File: src/rtl/gray2binary_sync.sv
// Synchronizes a Gray-coded pointer from another clock domain and decodes it to binary,
// reporting each change with an update strobe and step size. G2B_STEP_CHECK_EN adds multi-bit-change detection and an error counter.
module gray2binary_sync #(
    parameter int GRAY_WIDTH  = 4,
    parameter int SYNC_STAGES = 2
) (
    input  logic                  i_clk,
    input  logic                  i_rst,
    input  logic [GRAY_WIDTH-1:0] i_gray,
    input  logic                  i_err_clr,
    output logic [GRAY_WIDTH-1:0] o_binary,
    output logic                  o_update,
    output logic [GRAY_WIDTH-1:0] o_step,
    output logic                  o_step_err,
    output logic [7:0]            o_err_cnt
);

    typedef enum logic {
        ST_IDLE  = 1'b0,
        ST_ARMED = 1'b1
    } state_t;

    logic [GRAY_WIDTH-1:0] r_sync [SYNC_STAGES];
    logic [GRAY_WIDTH-1:0] w_sync_gray;
    logic [GRAY_WIDTH-1:0] w_decode;
    logic                  w_change;
    logic [GRAY_WIDTH-1:0] r_binary;
    logic                  r_update;
    logic [GRAY_WIDTH-1:0] r_step;
    state_t                r_state;
    state_t                w_state_next;

    always_ff @(posedge i_clk or posedge i_rst) begin
        if (i_rst) begin
            for (int k = 0; k < SYNC_STAGES; k++) begin
                r_sync[k] <= '0;
            end
        end else begin
            r_sync[0] <= i_gray;
            for (int k = 1; k < SYNC_STAGES; k++) begin
                r_sync[k] <= r_sync[k-1];
            end
        end
    end

    assign w_sync_gray = r_sync[SYNC_STAGES-1];

    // Each binary bit is the XOR of all Gray bits at or above its position.
    always_comb begin
        w_decode = '0;
        for (int i = 0; i < GRAY_WIDTH; i++) begin
            w_decode[i] = ^(w_sync_gray >> i);
        end
    end

    assign w_change = (w_decode != r_binary);

    always_ff @(posedge i_clk or posedge i_rst) begin
        if (i_rst) begin
            r_binary <= '0;
            r_update <= 1'b0;
            r_step   <= '0;
        end else if (w_change) begin
            r_binary <= w_decode;
            r_update <= 1'b1;
            r_step   <= w_decode - r_binary;
        end else begin
            r_update <= 1'b0;
            r_step   <= '0;
        end
    end

    always_ff @(posedge i_clk or posedge i_rst) begin
        if (i_rst) begin
            r_state <= ST_IDLE;
        end else begin
            r_state <= w_state_next;
        end
    end

    // The first update after reset may be an arbitrary jump; only later ones are checked.
    always_comb begin
        w_state_next = r_state;
        case (r_state)
            ST_IDLE:  if (w_change) w_state_next = ST_ARMED;
            ST_ARMED: w_state_next = ST_ARMED;
            default:  w_state_next = ST_IDLE;
        endcase
    end

    assign o_binary = r_binary;
    assign o_update = r_update;
    assign o_step   = r_step;

`ifdef G2B_STEP_CHECK_EN
    logic [GRAY_WIDTH-1:0] r_prev_gray;
    logic [GRAY_WIDTH-1:0] w_diff;
    logic                  w_multi_bit;
    logic                  r_step_err;
    logic [7:0]            r_err_cnt;

    // x & (x-1) is nonzero exactly when x has more than one bit set.
    assign w_diff      = w_sync_gray ^ r_prev_gray;
    assign w_multi_bit = |(w_diff & (w_diff - 1'b1));

    always_ff @(posedge i_clk or posedge i_rst) begin
        if (i_rst) begin
            r_prev_gray <= '0;
            r_step_err  <= 1'b0;
            r_err_cnt   <= 8'd0;
        end else begin
            r_prev_gray <= w_sync_gray;
            r_step_err  <= (r_state == ST_ARMED) && w_change && w_multi_bit;
            if (i_err_clr) begin
                r_err_cnt <= {7'd0, r_step_err};
            end else if (r_step_err && (r_err_cnt != 8'hFF)) begin
                r_err_cnt <= r_err_cnt + 8'd1;
            end
        end
    end

    assign o_step_err = r_step_err;
    assign o_err_cnt  = r_err_cnt;
`else
    logic w_unused_err_clr;
    assign w_unused_err_clr = i_err_clr;
    assign o_step_err       = 1'b0;
    assign o_err_cnt        = 8'd0;
`endif

endmodule

File: config.mk
export PLATFORM = sky130hd
export DESIGN_NAME = gray2binary_sync
export DESIGN_NICKNAME = d
export VERILOG_FILES = /design/src/rtl/gray2binary_sync.sv
export SDC_FILE = /design/constraint.sdc
export NUM_CORES = 1
export LEC_CHECK = 0
export CORE_MARGIN = 3
export CORE_UTILIZATION = 47
export CTS_CLUSTER_SIZE = 25
export DETAILED_ROUTE_END_ITERATION = 6
export MAX_ROUTING_LAYER = met4
export PLACE_DENSITY_LB_ADDON = 0.2
export SLEW_MARGIN = 20
export SYNTH_ARGS = -nofsm -noshare
export SYNTH_HDL_FRONTEND = slang
export SYNTH_SLANG_ARGS = --single-unit
export TNS_END_PERCENT = 1
File: constraint.sdc
create_clock -name i_clk -period 4.25 [get_ports i_clk]
set_input_delay 1.275 -clock i_clk [delete_from_list [all_inputs] [get_ports i_clk]]
set_output_delay 1.275 -clock i_clk [all_outputs]
set_load 0.05 [all_outputs]
==> metrics.log, run 1 <==
INFO  metric run_status = complete, no violations
INFO  metric num_io_pins = 25
INFO  metric worst_clock_skew = between 0.002 and 0.0025 ns
INFO  metric cts_sink_count = 17
INFO  metric post_synth_main_area_contributors = dfrtp_1 (54%), buf_4 (8.5%), ha_1 (4.7%)
INFO  metric start_util = around half
INFO  metric cp-end-kind = primary output
INFO  metric grtUsageTotal = between 10% and 20%
INFO  metric clk_latency = ~0.28 ns
INFO  metric synthesis.area = roughly 790 um2
INFO  metric power.density = approximately 560 nW/um2
INFO  metric cts_resized = 0
INFO  metric cts.hold.buffers_added = 0
INFO  metric post-route-min-period = 2.79 ns
INFO  metric cts_inserted_buffers = 3
INFO  metric num-nets-final = 89
INFO  metric critical_path.top_delay_family = buffers and inverters
INFO  metric min_delay_worst_endpoint = w_sync_gray[2]
INFO  metric max_cap_viol_count = 0
INFO  metric route.detailed.vias_per_inst = about 4.5
INFO  metric post-cts-setup-buffer-count = 0
INFO  metric synth.yosys.seq_area_share = between 50% and 60%
INFO  metric netlist_instances = between 60 and 70
INFO  metric design.core.area = around 1500 um2
INFO  metric timing.setup.critical_path_class = flop to primary output
INFO  metric antenna_violations_before_repair = 0
INFO  metric utilization = between 60% and 70%
INFO  metric worstReg2RegEnd = o_binary[1]
INFO  metric inserted_diodes = 0
INFO  metric yosysUniqueCellTypes = 23
INFO  metric tritoncts = done
INFO  metric yosys_top_cell_area_share = a little over half
INFO  metric drtIter0Drc = 5
INFO  metric worst_ir_drop_vdd = approximately 0.27 mV
INFO  metric grt-ovfl-total = 0
INFO  metric timing.critical_path.fanout_max = 4
INFO  metric timing.final.max_slew_violations = 0
INFO  metric final_antenna_net_count = 0
INFO  metric routed_wire_length_per_instance = 10.1 um
INFO  metric reg2regPathDepth = 7
INFO  metric hold_class = flop to flop
INFO  metric cts.path.max_buffers = 2
INFO  metric final.period_utilization = 65.6%
INFO  metric yosysTopAreaCell = dfrtp_1
INFO  metric vias = 414
INFO  metric drt_pass1_iterations = 2
INFO  metric post_route_cells_drive_above_1_share = about an eighth
INFO  metric setup-tns-final = 0 ns
INFO  metric reg2reg_slack = about 2.1 ns
INFO  metric setup_viol_count_final = 0
INFO  metric syn_avg_cell_area = 12.8 um2
INFO  metric worst-slew-pin-transition = around 0.6 ns
INFO  metric first_global_vias = between 300 and 400
INFO  metric startpoint_type = flop
INFO  metric synth.yosys.warnings = 0
INFO  metric die-height = between 40 and 50 um
INFO  metric synthToLayoutAreaGrowth = 17.4%
INFO  metric rsz0062_at_grt = false
INFO  metric static-leakage-power = around 0.43 nW
INFO  metric start_point_of_the_critical_path = o_binary[2]
INFO  metric die_width = 47.1 um
INFO  metric detailedPlacementHpwl = 782 um
INFO  metric place.port_buffers = 14
INFO  metric holdCritStartpoint = r_sync[6]
INFO  metric gpl.final_weighted_congestion = approximately 0.68
INFO  metric die_area = between 2000 and 2500 um2
INFO  metric cpPeakStageDelay = 0.82 ns
INFO  metric final_hold_viol_count = 0
INFO  metric cp.buffers_inverters = 1
INFO  metric cts.reportedPaths.clkPinSlew = 0.09 ns
INFO  metric largest_net_degree_at_the_start_of_global_routing = 18
INFO  metric min_path_cells = 0
INFO  metric timing.max_slew.rel_slack = around three fifths
INFO  metric h-tree-depth = 1
INFO  metric cts_root_buffer_type = clkbuf_4
INFO  metric arrival = 1.51 ns
INFO  metric detail_route.drc_violations = 0
INFO  metric wirelength = 943 um
INFO  metric slowest_cell_on_crit_path = clkdlybuf4s50_1
INFO  metric synth-seq-cells = 17
INFO  metric fp-row-count = 14
INFO  metric grt_pass1_wl = about 1500 um
INFO  metric crit_path_cells = clkdlybuf4s50_1
INFO  metric max_clock_freq = approximately 360 MHz
INFO  metric cp_data_required_time = between 2 and 3 ns
INFO  metric launch_point_of_the_worst_reg_to_reg_path = w_sync_gray[3]
## state kept, by name, indices dropped and copies added (netlist names)
signal,flops
o_binary,4
w_sync_gray,4
r_sync,4
o_step,4
o_update,1
## cell type report
type	count	area (um2)
clock buffer	4	26.3
fill	131	612
inverter	7	26.3
multi-input combinational	35	292
sequential	17	425
tap	16	20.0
timing repair buffer	14	140
## worst max path at each step
stage | endpoint | slack [ns] | depth (start not counted)
floorplan | o_binary[1] | 2.19 | 8
global placement | o_binary[2] | 1.78 | 1
detailed placement | o_binary[2] | 1.75 | 1
CTS | o_binary[2] | 1.44 | 1
global route | o_binary[3] | 1.39 | 1
finish | o_binary[2] | 1.46 | 1
## power breakdown
| group | internal [mW] | switching, mW |
|---|---|---|
| sequential | 0.190 | 0.0124 |
| clock | 0.0364 | 0.0445 |
| combinational | 0.0818 | 0.158 |
| total | 0.308 | 0.215 |
## stage by stage
stage | cell area, um2 | worst slack, ns | hold slack [ns] | power (mW) | instances
after floorplan | 822 | 2.19 | 0.331 | 0.388 | 70
after global placement | 903 | 1.78 | 0.332 | 0.445 | 89
after detailed placement | 903 | 1.75 | 0.342 | 0.448 | 89
after CTS | 930 | 1.44 | 0.364 | 0.532 | 93
after global routing | 930 | 1.39 | 0.371 | 0.556 | 93
final | 930 | 1.46 | 0.361 | 0.523 | 93
## layout by cell type, fill, tap and decap left out, drive strengths merged
| cell | synthesis | routed |
|---|---|---|
| a21oi | 3 | 3 |
| clkbuf | 2 | 4 |
| ha | 3 | 3 |
| or3 | 1 | 1 |
| nor2 | 1 | 1 |
| o21a | 1 | 1 |
| o22ai | 1 | 1 |
| fa | 1 | 1 |
| inv | 7 | 7 |
| xnor3 | 1 | 1 |
| conb | 1 | 9 |
| clkdlybuf4s50 | 0 | 14 |
| xnor2 | 3 | 3 |
| mux2i | 1 | 1 |
| mux2 | 1 | 1 |
| dfrtp | 17 | 17 |
| nand3 | 1 | 1 |
| xor2 | 4 | 4 |
| nand2 | 3 | 3 |
| and2b | 1 | 1 |
## cell usage after synthesis
| cell | count |
|---|---|
| a21oi_1 | 2 |
| a21oi_4 | 1 |
| and2b_1 | 1 |
| buf_4 | 9 |
| clkbuf_1 | 1 |
| clkbuf_4 | 1 |
| conb_1 | 1 |
| dfrtp_1 | 17 |
| fa_1 | 1 |
| ha_1 | 3 |
| inv_1 | 7 |
| mux2_2 | 1 |
| mux2i_1 | 1 |
| nand2_1 | 3 |
| nand3_1 | 1 |
| nor2_1 | 1 |
| o21a_1 | 1 |
| o22ai_1 | 1 |
| or3_4 | 1 |
| xnor2_1 | 3 |
| xnor3_2 | 1 |
| xor2_1 | 2 |
| xor2_2 | 2 |
## cell families after synthesis
logic type / Yosys count / synth area share [%]
other: 1 / 0.473
XOR/XNOR: 8 / 12.6
flip-flops: 17 / 53.7
AO/OA/AOI/OAI: 5 / 5.06
AND/OR/NAND/NOR: 7 / 4.90
multiplexers: 2 / 2.69
buffers and inverters: 18 / 13.3
adder cells (fa/ha/maj): 4 / 7.27
## metal layers
metal  global-route usage (%)  routed length [um]  vias up
li1                         -                   -      201
met3                     2.30                  64        0
met2                     17.9                 520       13
met1                     10.9                 358      200
met4                     6.63                   0        0
met5                        -                   0        -
No activity file was read; power rests on OpenSTA's default activity.
==> run 2: changes to the inputs <==
--- a/config.mk
+++ b/config.mk
@@ -6,7 +6,7 @@
 export NUM_CORES = 1
 export LEC_CHECK = 0
 export CORE_MARGIN = 3
-export CORE_UTILIZATION = 47
+export CORE_UTILIZATION = 44
 export CTS_CLUSTER_SIZE = 25
 export DETAILED_ROUTE_END_ITERATION = 6
 export MAX_ROUTING_LAYER = met4
==> constraint.sdc (replaced) <==
create_clock -name i_clk -period 2.9 [get_ports i_clk]
set_input_delay 0.87 -clock i_clk [delete_from_list [all_inputs] [get_ports i_clk]]
set_output_delay 0.87 -clock i_clk [all_outputs]
set_load 0.05 [all_outputs]
==> run 2 against run 1 <==
Effect of this change:
- sequential cell count did not move
- core utilization fell by 1.3 points
- clock-buffer cell count fell by 1
- via count increased by 1.7%
- sequential share of layout area decreased by 0.55 points
- clock power up 52%
- worst setup slack worse by 0.95 ns
- critical path depth is the same
- sequential power rose by 47%
- power is 48% higher
- largest cell class unchanged
- highest routed layer is now met4
==> metrics.log, run 2 (synthesis gave the netlist of run 1 again) <==
INFO  metric run_status = complete, no violations
INFO  metric cts_sink_count = 17
INFO  metric timing.setup.critical_path_class = flop to primary output
INFO  metric die_area = around 2300 um2
INFO  metric cpPeakStageDelay = 0.83 ns
INFO  metric cts_inserted_buffers = 3
INFO  metric route.detailed.vias_per_inst = about 4.2
INFO  metric post-route-min-period = 2.39 ns
INFO  metric cts_resized = 0
INFO  metric max_cap_viol_count = 0
INFO  metric clk_latency = between 0.2 and 0.3 ns
INFO  metric timing.final.max_slew_violations = 0
INFO  metric power.density = around 820 nW/um2
INFO  metric wirelength = 982 um
INFO  metric post-cts-setup-buffer-count = 0
INFO  metric setup-tns-final = 0 ns
INFO  metric final-instance-count-excl-fill = approximately 100
INFO  metric final_hold_viol_count = 0
INFO  metric die-height = 48.4 um
INFO  metric vias = 421
INFO  metric final_antenna_net_count = 0
INFO  metric utilization = 59.0%
INFO  metric cp.buffers_inverters = 1
INFO  metric static-leakage-power = roughly 0.43 nW
INFO  metric grt-ovfl-total = 0
INFO  metric grtUsageTotal = 10.4%
INFO  metric grt_pass1_wl = between 1500 and 2000 um
INFO  metric startpoint_type = flop
INFO  metric placed_cells = between 90 and 100
INFO  metric slowest_cell_on_crit_path = clkdlybuf4s50_1
INFO  metric layout_common_cells = dfrtp_1 (17), clkdlybuf4s50_1 (14), conb_1 (9)
INFO  metric rsz0062_at_grt = false
INFO  metric h-tree-depth = 1
INFO  metric cts.path.max_buffers = 2
INFO  metric first_global_vias = around 440
INFO  metric antenna_violations_before_repair = 0
INFO  metric detailedPlacementHpwl = 811 um
INFO  metric die_width = ~48 um
INFO  metric max_clock_freq = between 400 and 500 MHz
INFO  metric drt_pass1_iterations = 2
INFO  metric final.period_utilization = slightly above 80%
INFO  metric routed_wire_length_per_instance = between 9 and 10 um
INFO  metric worst-slew-pin-transition = approximately 0.6 ns
INFO  metric inserted_diodes = 0
INFO  metric crit_path_cells = clkdlybuf4s50_1
INFO  metric cp_data_required_time = 2.03 ns
INFO  metric holdWs = between 0.3 and 0.4 ns
INFO  metric cts.reportedPaths.clkPinSlew = roughly 0.09 ns
INFO  metric synthToLayoutAreaGrowth = 18.8%
INFO  metric cts_root_buffer_type = clkbuf_4
INFO  metric post_route_cells_drive_above_1_share = about an eighth
INFO  metric hold_class = flop to flop
INFO  metric start_util = around 50%
INFO  metric arrival = 1.52 ns
INFO  metric num_io_pins = 25
INFO  metric gpl.final_weighted_congestion = 0.702
INFO  metric fp-row-count = 14
INFO  metric cp-end-kind = primary output
INFO  metric layout.cells.most_common = dfrtp_1
INFO  metric tritoncts = done
INFO  metric drtIter0Drc = 1
INFO  metric setup_viol_count_final = 0
INFO  metric largest_net_degree_at_the_start_of_global_routing = 18
INFO  metric num-nets-final = between 80 and 90
INFO  metric worst_ir_drop_vdd = roughly 0.40 mV
INFO  metric design.core.area = approximately 1600 um2
INFO  metric final.fill_count = 139
INFO  metric cts.hold.buffers_added = 0
INFO  metric place.port_buffers = 14
INFO  metric detail_route.drc_violations = 0
INFO  metric worst_clock_skew = roughly 0.0024 ns
INFO  metric critical_path.top_delay_family = buffers and inverters
INFO  metric timing.max_slew.rel_slack = 60.1%
INFO  metric timing.critical_path.fanout_max = 4
[run 2: final timing paths]
check                           slack [ns]  cells past startpoint            from        endpoint
worst max-delay path                  0.51                      1     o_binary[2]     o_binary[2]
worst min-delay path                  0.35                      0       r_sync[6]  w_sync_gray[2]
worst max register to register        0.69                      7  w_sync_gray[3]     o_binary[1]
worst min register to register        0.35                      0       r_sync[6]  w_sync_gray[2]
max in group asynchronous             1.58                      2           i_rst       o_step[3]
min in group asynchronous             0.94                      2           i_rst  w_sync_gray[0]
[run 2: where the power goes]
group	switching, mW	internal, mW	leakage (nW)	total [mW]
Combinational	0.232	0.120	0.217	0.352
Clock	0.0718	0.0513	0.0177	0.123
Sequential	0.0181	0.278	0.196	0.296
[run 2: per-layer routing]
layer	part of all wire, %	track usage, %	vias to the layer above
met2	53	18.1	16
li1	-	-	202
met4	3.6	7.11	0
met1	36	9.94	198
met5	0	-	-
met3	7.5	2.76	5
[run 2: final cells by class]
class	count	area (um2)	area share, %
Timing Repair Buffer	14	140	14.9
Clock buffer	3	22.5	2.39
Clock inverter	1	5.00	0.532
Inverter	7	26.3	2.79
Tap cell	24	30.0	3.19
Multi-Input combinational cell	35	292	31.0
Sequential cell	17	425	45.2
[run 2: metrics by stage]
stage               setup slack [ns]  power [mW]  instance area, um2
finish                         0.508       0.771                 941
global route                   0.444       0.818                 941
CTS                            0.482       0.784                 941
detailed placement             0.673       0.658                 913
global placement               0.684       0.652                 913
floorplan                      0.835       0.569                 822
==> run 3: changes to the inputs <==
--- a/config.mk
+++ b/config.mk
@@ -6,7 +6,7 @@
 export NUM_CORES = 1
 export LEC_CHECK = 0
 export CORE_MARGIN = 3
-export CORE_UTILIZATION = 44
+export CORE_UTILIZATION = 40
 export CTS_CLUSTER_SIZE = 25
 export DETAILED_ROUTE_END_ITERATION = 6
 export MAX_ROUTING_LAYER = met4
==> constraint.sdc (replaced) <==
create_clock -name i_clk -period 1.99 [get_ports i_clk]
set_input_delay 0.597 -clock i_clk [delete_from_list [all_inputs] [get_ports i_clk]]
set_output_delay 0.597 -clock i_clk [all_outputs]
set_load 0.05 [all_outputs]
==> run 3 against run 2 <==
Effect of this change:
- core utilization decreased by 0.62 points
- sequential share of layout area decreased by 4.7 points
- worst setup slack lost 0.49 ns
- largest power group unchanged
==> metrics.log, run 3 (synthesis gave the netlist of run 1 again) <==
INFO  metric run_status = complete, no violations
INFO  metric clk_latency = between 0.2 and 0.3 ns
INFO  metric largest_net_degree_at_the_start_of_global_routing = 18
INFO  metric utilization = between 50% and 60%
INFO  metric timing.setup.critical_path_class = flop to flop
INFO  metric routed_wire_length_per_instance = around 11 um
INFO  metric grtUsageTotal = a little under an eighth
INFO  metric static-leakage-power = roughly 0.50 nW
INFO  metric drtIter0Drc = 5
INFO  metric final_hold_viol_count = 0
INFO  metric reg2regPathDepth = 7
INFO  metric wirelength = about 1200 um
INFO  metric inserted_diodes = 0
INFO  metric holdWs = about 0.36 ns
INFO  metric timing.critical_path.fanout_max = 2
INFO  metric finalWorstSetupSlack = between 0.02 and 0.025 ns
INFO  metric final-instance-count-excl-fill = roughly 110
INFO  metric detailedPlacementHpwl = 836 um
INFO  metric detailed_place.area = 955 um2
INFO  metric max_cap_viol_count = 0
INFO  metric grt_pass1_wl = 2060 um
INFO  metric design.core.area = 1800 um2
INFO  metric final.fill_count = 155
INFO  metric num-nets-final = a little under 100
INFO  metric final_antenna_net_count = 0
INFO  metric layout.cells.most_common = buf_4
INFO  metric post_route_cells_drive_above_1_share = about 41%
INFO  metric drt_pass1_iterations = 4
INFO  metric placed_cells = approximately 100
INFO  metric hold_class = flop to flop
INFO  metric worst_clock_skew = ~0.0024 ns
INFO  metric rsz0062_at_grt = true
INFO  metric p_sw = between 0.5 and 0.6 mW
INFO  metric detail_route.drc_violations = 0
INFO  metric num_io_pins = 25
INFO  metric power_switching_share = ~42%
INFO  metric place.port_buffers = 14
INFO  metric slowest_cell_on_crit_path = fa_2
INFO  metric final.period_utilization = a little over nine tenths
INFO  metric cts.reportedPaths.clkPinSlew = roughly 0.09 ns
INFO  metric setup-tns-final = 0 ns
INFO  metric cp.buffers_inverters = 1
INFO  metric tritoncts = done
INFO  metric cp_data_required_time = approximately 2.2 ns
INFO  metric die_area = 2550 um2
INFO  metric gpl.final_weighted_congestion = 0.821
INFO  metric p_seq_share = a little over a third
INFO  metric area_of_the_multi_input_gates = between 300 and 400 um2
INFO  metric cts_sink_count = 17
INFO  metric cts_root_buffer_type = clkbuf_4
INFO  metric critical_path.top_delay_family = adder cells
INFO  metric power.density = between 1000 and 1500 nW/um2
INFO  metric clockPowerShare = between 10 and 15%
INFO  metric cpPeakStageDelay = 0.51 ns
INFO  metric synthToLayoutAreaGrowth = 32.9%
INFO  metric route.detailed.vias_per_inst = a little over 4
INFO  metric setup_viol_count_final = 0
INFO  metric cts.path.max_buffers = 2
INFO  metric power.combinational.fraction = about 50%
INFO  metric max_clock_freq = 508 MHz
INFO  metric post-route-min-period = a little under 2 ns
INFO  metric area.sequential = approximately 430 um2
INFO  metric cts_inserted_buffers = 3
INFO  metric cp-end-kind = flop
INFO  metric stdcell_area = approximately 1100 um2
INFO  metric h-tree-depth = 1
INFO  metric timing.final.max_slew_violations = 0
INFO  metric grt-ovfl-total = 0
INFO  metric min_path_cells = 0
INFO  metric fp-row-count = 15
INFO  metric crit_path_cells = xor2_4 > xor2_2 > xnor2_2 > ha_4 > inv_2 > fa_2 > and2b_1
INFO  metric layout_common_cells = buf_4 (17), dfrtp_1 (16), conb_1 (9)
INFO  metric worst_ir_drop_vdd = about 0.67 mV
INFO  metric first_global_vias = between 400 and 500
INFO  metric startpoint_type = flop
INFO  metric cp_num_cells = 7
INFO  metric arrival = ~2.2 ns
INFO  metric die_width = roughly 50 um
INFO  metric antenna_violations_before_repair = 0
INFO  metric reg2reg_slack = between 0.02 and 0.025 ns
INFO  metric internal_power = between 0.7 and 0.8 mW
INFO  metric die-height = 50.5 um
INFO  metric vias = between 400 and 500
INFO  metric design_power_total = approximately 1.2 mW
INFO  metric preCtsSetupSlack = -0.0400 ns
INFO  metric start_util = ~44%
==> run 3: worst paths after layout <==
kind,end,from
worst max-delay path,o_step[1],w_sync_gray[3]
max in group asynchronous,w_sync_gray[3],i_rst
worst min-delay path,w_sync_gray[3],r_sync[7]
worst max register to register,o_step[1],w_sync_gray[3]
worst min register to register,w_sync_gray[3],r_sync[7]
min in group asynchronous,o_binary[0],i_rst
==> run 3: final cells by class <==
type / instances / share of cell area (%)
Sequential cell: 17 / 40.5
Timing Repair Buffer: 23 / 18.0
Inverter: 7 / 2.50
Tap cell: 25 / 2.97
Multi-Input combinational cell: 35 / 33.5
Clock buffer: 4 / 2.50
==> run 3: timing repair <==
item                       in CTS  in global routing
resized for setup               2                  8
hold buffers                    0                  0
gates cloned                    0                  0
pin swaps                       3                  2
buffers inserted                3                  0
setup endpoints to repair       3                  4
==> run 3: worst reg2reg max path, stage by stage, from the launching register on <==
cell and delay, ns:
dfrtp_2 0.45, xor2_4 0.20, xor2_2 0.20, xnor2_2 0.23, ha_4 0.18, inv_2 0.04, fa_2 0.51, and2b_1 0.12
==> run 3: power groups by stage <==
stage	registers, mW	clock network, mW	logic, mW
after detailed placement	0.440	0	0.538
after floorplan	0.629	0	0.213
after global routing	0.445	0.207	0.659
final	0.436	0.177	0.612
after global placement	0.439	0	0.527
after CTS	0.434	0.187	0.559
==> run 3: metal layers <==
metal / track usage (%) / routed length, um / part of all wire (%)
met1: 11.6 / 444 / 37
met4: 1.35 / 0 / 0
met2: 20.9 / 667 / 55
met3: 4.45 / 102 / 8.4
met5: - / 0 / 0
